`src/rtl/stopwatch_top.sv`:
```
// MM:SS stopwatch: prescaler turns clk into one-second ticks; IDLE/RUNNING/PAUSED control FSM.
// One-edge latency from a sampled request to status; outputs are registered; there is no backpressure.
module stopwatch_top #(
    parameter int TICKS_PER_SEC = 500,
    parameter int MAX_MIN       = 99
) (
    input  logic       clk,
    input  logic       rst_n,
    input  logic       start,
    input  logic       stop,
    input  logic       reset,
    output logic [6:0] minutes,
    output logic [5:0] seconds,
    output logic [1:0] status
);
    localparam int PW = (TICKS_PER_SEC > 1) ? $clog2(TICKS_PER_SEC) : 1;
    localparam logic [PW-1:0] PRESC_LAST = PW'(TICKS_PER_SEC - 1);
    localparam logic [6:0]    MIN_LAST   = 7'(MAX_MIN);
    localparam logic [5:0]    SEC_LAST   = 6'd59;

    localparam logic [1:0] S_IDLE  = 2'b00;
    localparam logic [1:0] S_RUN   = 2'b01;
    localparam logic [1:0] S_PAUSE = 2'b10;

    logic [1:0]    state_q, state_d;
    logic [PW-1:0] presc_q, presc_d;
    logic [5:0]    sec_q, sec_d;
    logic [6:0]    min_q, min_d;
    logic          tick;

    // Priority reset > stop > start; holding a button is idempotent.
    always_comb begin
        state_d = state_q;
        if (reset) begin
            state_d = S_IDLE;
        end else begin
            case (state_q)
                S_IDLE:  if (!stop && start) state_d = S_RUN;
                S_RUN:   if (stop) state_d = S_PAUSE;
                S_PAUSE: if (!stop && start) state_d = S_RUN;
                default: state_d = S_IDLE;
            endcase
        end
    end

    assign tick = (state_q == S_RUN) && (presc_q == PRESC_LAST);

    always_comb begin
        presc_d = presc_q;
        sec_d   = sec_q;
        min_d   = min_q;
        if (reset || state_q == S_IDLE) begin
            presc_d = '0;
            sec_d   = '0;
            min_d   = '0;
        end else if (state_q == S_RUN) begin
            presc_d = tick ? '0 : presc_q + 1'b1;
            if (tick) begin
                if (sec_q != SEC_LAST) begin
                    sec_d = sec_q + 6'd1;
                end else begin
                    sec_d = '0;
                    min_d = (min_q == MIN_LAST) ? 7'd0 : min_q + 7'd1;
                end
            end
        end
    end

    always_ff @(posedge clk or negedge rst_n) begin
        if (!rst_n) begin
            state_q <= S_IDLE;
            presc_q <= '0;
            sec_q   <= '0;
            min_q   <= '0;
        end else begin
            state_q <= state_d;
            presc_q <= presc_d;
            sec_q   <= sec_d;
            min_q   <= min_d;
        end
    end

    assign minutes = min_q;
    assign seconds = sec_q;
    assign status  = state_q;
endmodule

```
`config.mk`:
```
export PLATFORM = sky130hd
export DESIGN_NAME = stopwatch_top
export DESIGN_NICKNAME = d
export VERILOG_FILES = /design/src/rtl/stopwatch_top.sv
export SDC_FILE = /design/constraint.sdc
export NUM_CORES = 1
export LEC_CHECK = 0
export BUFFER_PORTS_ARGS = -buffer_cell sky130_fd_sc_hd__buf_2
export CAP_MARGIN = 40
export CORE_ASPECT_RATIO = 0.75
export CORE_MARGIN = 4
export CORE_UTILIZATION = 55
export CTS_BUF_LIST = sky130_fd_sc_hd__clkbuf_4 sky130_fd_sc_hd__clkbuf_8
export DETAILED_ROUTE_END_ITERATION = 10
export PLACE_DENSITY = 0.87
export SETUP_SLACK_MARGIN = 0.4
export SKIP_LAST_GASP = 1
export SLEW_MARGIN = 25
export SYNTH_ARGS = -nofsm -noshare
export SYNTH_HDL_FRONTEND = slang
export SYNTH_SLANG_ARGS = --single-unit
```
`constraint.sdc`:
```
create_clock -name clk -period 2 [get_ports clk]
set_input_delay 0.2 -clock clk [delete_from_list [all_inputs] [get_ports clk]]
set_output_delay 0.2 -clock clk [all_outputs]
set_load 0.01 [all_outputs]
```
==> impl_metrics.tcl, run 1 <==
set metrics [dict create \
    hold_depth 2 \
    port_buffers 19 \
    core_mm2 0.00212 \
    cts_made_buffers 3 \
    syn-num-nets 135 \
    slew_viol_final 0 \
    antenna_left 0 \
    initial_core_util 0.612 \
    endpoint_kind "flip-flop" \
    report.final.hold_viol_count 0 \
    gp_congestion 0.824 \
    crit_required_ps 2220 \
    num_rows 14 \
    crit_start "seconds[1]$_DFFE_PN0P_" \
    vias 1177 \
    worstSetupEndpoint "minutes[3]$_DFFE_PN0P_" \
    yosysTopAreaCellShare 0.463 \
    avgViaCountPerCell 6.01 \
    pre_cts_ws_ps 274 \
    tightest_slew_ps 542 \
    ys_types 37 \
    clock_latency_ps 330 \
    ys_seq_elements 24 \
    status "finished clean" \
    reg2reg_from "seconds[1]$_DFFE_PN0P_" \
    layout-drive-gt1-share 0.396 \
    drtIter0Drc 83 \
    die_w_um 64.1 \
    rsz0062_at_grt "true" \
    fin_setup_tns_ps 0 \
    cts_tree "done" \
    synthTopCellsByArea "dfrtp_1 (46%), nor2_1 (4.9%), xor2_1 (4.7%)" \
    setup_slack_ps 313 \
    n_fill_cell 137 \
    ff2ff_path_depth 7 \
    r2r_slack_ps 310 \
    synth_edf_count 0 \
    grt_overflow_total 0 \
    cts_root_buf "clkbuf_4" \
    min-delay-path-class "in -> reg" \
    min_period_ps 1690 \
    post-place-cells 177 \
    synthArstFlopShare 1.00 \
    maxCapViolCount 0 \
    dp_hpwl_um 2080 \
    clkSlewWorstSetupHoldPaths_ps 140 \
    die-area_mm2 0.00321 \
    synth_commonest_cells "dfrtp_1 (24), nor2_1 (17), nand2_1 (10)" \
    yosysWarnings 0 \
    finalClockSkew_ps 18.0 \
    drc_errors 0 \
    areaGrowthSynthToFinish_pct 31.1 \
    grt_max_degree 25 \
    power.density_mw_per_mm2 536 \
    synth.most_common_cell "dfrtp_1" \
    critPathMaxFanout 6 \
    arrival_ps 1910 \
    p_leak_nw 0.740 \
    slew_headroom 0.638 \
    wirelength_um 3510 \
    setup_viol 0 \
    h-tree-depth 1 \
    r2r_end "minutes[3]$_DFFE_PN0P_" \
    antenna_found_initial 0 \
    syn_area_per_cell_um2 10.2 \
    post-route-period-util 0.844 \
    nNetsFinal 173 \
    synth_seq_area_share 0.463 \
    routedWlPerCell_um 17.9 \
    hold_ws_ps 52.3 \
    num_io_pins 20 \
    cts.sinks 24 \
    cts_buffer_depth 2 \
    yosysTopAreaCell "dfrtp_1" \
    max_freq_mhz 593 \
    antennaDiodeCount 0 \
    netlist_area_mm2 0.00130 \
    layoutNonFillerInstCount 196 \
    synthFlopType "dfrtp_1" \
    holdCritStartpoint "stop" \
    startpoint_type "flip-flop" \
    dr.pass1.iters 4 \
    grt_first_pass_wirelength_um 5290 \
    worstSetupPathType "reg -> reg" \
    grt_pass1_vias 1139 \
    grt.total_usage 0.217 \
    postSynthCellCount 127 \
    irDropWorstVdd_mv 0.674 \
    fp.dieH_um 50.1 \
]
-- layout by cell type, fill, tap and decap left out, types with 2 or more instances in the layout --
cell type   n
dfrtp_1    23
buf_2      19
nor2_1     14
buf_4      12
nand2_1     9
xor2_1      7
nand3_1     7
nand4_1     6
inv_1       4
o31ai_1     3
a21oi_1     3
nor2_2      3
nor3_1      3
o211ai_1    3
xnor2_1     3
clkbuf_4    3
buf_6       3
nor2_4      2
nand3_2     2
mux2i_1     2
o21ai_0     2
ha_2        2
-- sequential cells by signal, indices dropped and copies added (netlist names) --
register	count
minutes	7
seconds	6
status	2
presc_q	9
-- worst min-delay path by stage --
stage / endpoint / slack (ps)
after floorplan: minutes[0]$_DFFE_PN0P_ / -100
after global placement: status[0]$_DFFE_PN0P_ / 200
after detailed placement: status[0]$_DFFE_PN0P_ / 210
after CTS: status[0]$_DFFE_PN0P_ / 40
after global routing: status[0]$_DFFE_PN0P_ / 40
final: status[0]$_DFFE_PN0P_ / 50
-- logic make-up after synthesis --
kind of cell | count (synthesis) | share of synthesized area
AND/OR/NAND/NOR | 60 | 0.274
XOR/XNOR | 10 | 0.0675
buffers and inverters | 7 | 0.0251
multiplexers | 3 | 0.0241
flip-flops | 24 | 0.463
adder cells (fa/ha/maj) | 3 | 0.0289
AO/OA/AOI/OAI | 20 | 0.118
-- layer usage --
metal  wire length (µm)  track usage
met2               1700        0.355
met5                  0            0
met1               1500        0.268
met3                245       0.0659
met4                 59       0.0860
-- critical path: stages, from the launching register on --
cell and delay (ps):
dfrtp_1 420, ha_2 210, nand4_1 140, nor2_4 200, nand3_4 130, buf_6 150, o211ai_1 200, o31ai_1 130
-- repair_timing --
action                                  4_1_cts  5_1_grt
gates resized for setup                       3       20
buffers inserted                             11        3
pin swaps                                     8        8
endpoints found under the hold margin        24        0
endpoints found under the setup margin       10       16
hold buffers                                  1        0
-- metrics by stage --
| stage | util | total power (W) | area (µm²) |
|---|---|---|---|
| after floorplan | - | 0.000526 | 1310 |
| after global placement | 0.681 | 0.000548 | 1440 |
| after detailed placement | 0.681 | 0.000551 | 1440 |
| after CTS | 0.753 | 0.000907 | 1600 |
| after global routing | 0.802 | 0.000957 | 1700 |
| final | 0.802 | 0.000911 | 1700 |
-- layout make-up --
| type | instances | area, µm² | area share |
|---|---|---|---|
| multi-input combinational | 96 | 747 | 0.439 |
| sequential | 24 | 602 | 0.354 |
| timing repair buffer | 36 | 244 | 0.143 |
| tap | 32 | 40.0 | 0.0235 |
| clock inverter | 1 | 30.0 | 0.0177 |
| clock buffer | 3 | 22.5 | 0.0132 |
| inverter | 4 | 15.0 | 0.00883 |
-- power breakdown --
group | internal (W) | switching (W)
clock network | 0.000203 | 0.000148
registers | 0.000488 | 0.00000481
logic | 0.0000283 | 0.0000384
total | 0.000720 | 0.000191
Note: power is estimated with default switching activity, not from simulation.
==> run 2, diff against run 1 <==
- clock period: 2 -> 1.6 ns (I/O delays scaled with it)
==> run 2 against run 1 <==
- the flow now finishes with violations (setup timing)
- worst hold slack worse by 9.2 ps
- combinational power rose by 46%
- sequential share of layout area fell by 2.1 points
- total power increased by 11%
- clock skew shrank 8.5 ps
- sequential power is 25% higher
- sequential cell count is the same
- utilization increased by 5.3 points
- fmax decreased by 4.0%
- non-clock buffer count grew 9
- routed wire length is 3.7% higher
- critical path type unchanged
- largest cell class unchanged
==> impl_metrics.tcl, run 2 (same netlist as run 1, synthesis figures left out) <==
set metrics [dict create \
    cts_made_buffers 3 \
    worstSetupEndpoint "minutes[2]$_DFFE_PN0P_" \
    utilization 0.855 \
    r2r_slack_ps -160 \
    num_io_pins 20 \
    num_rows 14 \
    initial_core_util 0.612 \
    cts_root_buf "clkbuf_4" \
    final_common_cell "dfrtp_1" \
    drc_errors 0 \
    crit_path_top_delay_cell "dfrtp_1" \
    crit_start "seconds[0]$_DFFE_PN0P_" \
    clkSlewWorstSetupHoldPaths_ps 130 \
    clock_latency_ps 330 \
    gp_congestion 0.864 \
    antennaDiodeCount 0 \
    hold_ws_ps 43.0 \
    irDropWorstVdd_mv 0.649 \
    report.final.hold_viol_count 0 \
    violations "setup timing" \
    top_register "presc_q" \
    finalPower_w 0.00101 \
    die_w_um 64.1 \
    rsz0062_at_grt "true" \
    h-tree-depth 1 \
    core_mm2 0.00212 \
    avgViaCountPerCell 5.91 \
    final_cell_area_mm2 0.00181 \
    path_buf_inv 1 \
    dr.pass1.iters 4 \
    startpoint_type "flip-flop" \
    drtIter0Drc 73 \
    critPathMaxFanout 4 \
    antenna_left 0 \
    wirelength_um 3640 \
    r2r_end "minutes[2]$_DFFE_PN0P_" \
    reg2reg_from "seconds[0]$_DFFE_PN0P_" \
    maxCapViolCount 0 \
    areaGrowthSynthToFinish_pct 39.6 \
    die-area_mm2 0.00321 \
    dp_hpwl_um 2060 \
    power.density_mw_per_mm2 556 \
    arrival_ps 1960 \
    routedWlPerCell_um 17.8 \
    grt_first_pass_wirelength_um 5710 \
    setup_slack_ps -158 \
    cts_buffer_depth 2 \
    grt_pass1_vias 1138 \
    worstSetupPathType "reg -> reg" \
    antenna_found_initial 0 \
    ff2ff_path_depth 6 \
    min-delay-path-class "in -> reg" \
    setup_viol 5 \
    slew_headroom 0.640 \
    slew_viol_final 0 \
    tightest_slew_ps 540 \
    max_stage_delay_ps 390 \
    max_freq_mhz 569 \
    pre_cts_ws_ps -21.5 \
    grt_max_degree 25 \
    finalClockSkew_ps 9.51 \
    cts.sinks 24 \
    layout_common_cells "dfrtp_1 (22), buf_2 (17), buf_4 (15), nor2_1 (11), buf_6 (11)" \
    grt_overflow_total 0 \
    largest_reg_flops 9 \
    endpoint_kind "flip-flop" \
    crit_required_ps 1810 \
    p_leak_nw 0.789 \
    fp.dieH_um 50.1 \
    vias 1212 \
    cts_tree "done" \
    path_delay_family "simple AND/OR/NAND/NOR gates" \
    cp.depth 6 \
    postPlaceCellArea_mm2 0.00152 \
    port_buffers 19 \
    path_cells "ha_2 > nand4_1 > nor2_4 > buf_4 > nand4_1 > o31ai_1" \
    grt.total_usage 0.233 \
    layout-drive-gt1-share 0.457 \
    post-route-period-util 1.10 \
    min_period_ps 1760 \
    status "finished, violations left" \
    crit_top_cell "nand4_1" \
    nNetsFinal 182 \
]
## run 2: changes by cell type in the layout (fill, tap and decap cells not counted), sizes merged
cell / change
buf: +8
clkbuf: +1
bufinv: -1
dlygate4sd3: +1
## run 2: layout make-up
class / instances / area, µm²
inverter: 4 / 15.0
clock buffer: 4 / 30.0
sequential: 24 / 603
timing repair buffer: 45 / 342
fill: 108 / 308
tap: 32 / 40.0
multi-input combinational: 96 / 782
## run 2: where the power goes
part / internal (W) / switching (W) / leakage [nW]
registers: 0.000611 / 0.00000524 / 0.331
logic: 0.0000433 / 0.0000542 / 0.439
clock network: 0.000115 / 0.000180 / 0.0184
## run 2: how the worst min path moves through the flow
stage               start                endpoint  slack [ps]  depth (start not counted)
floorplan           rst_n  minutes[0]$_DFFE_PN0P_        -140                          0
global placement    rst_n  minutes[0]$_DFFE_PN0P_         160                          1
detailed placement  rst_n  minutes[0]$_DFFE_PN0P_         170                          1
CTS                 reset   status[1]$_DFFE_PN0P_          30                          2
global route        reset   status[1]$_DFFE_PN0P_          30                          2
finish              reset   status[1]$_DFFE_PN0P_          40                          2
## run 2: through the flow
stage               std cells  setup TNS, ps
floorplan                 127              0
global placement          185              0
detailed placement        185          -30.5
CTS                       205              0
global route              205           -888
finish                    205           -245
## run 2: worst register-to-register path, delay by kind of cell (launching register included)
kind            cells  cell delay (ps)
buf+inv             1              150
compound gates      1              360
simple gates        3              540
fa+ha+maj           1              210
flops               1              390
## run 2: layer usage
layer	up-vias	wire length, µm	GRT usage
met5	-	0	0
met4	0	66	0.0681
met3	9	158	0.0477
met2	45	1750	0.393
met1	607	1660	0.301
li1	551	-	-
## run 2: timing repair
| item | CTS | global route |
|---|---|---|
| setup endpoints to repair | 21 | 29 |
| resized for setup | 8 | 25 |
| gates cloned | 1 | 0 |
| pin swaps | 10 | 3 |
| hold buffers | 2 | 0 |
| setup buffers | 13 | 0 |
| hold endpoints to repair | 25 | 0 |
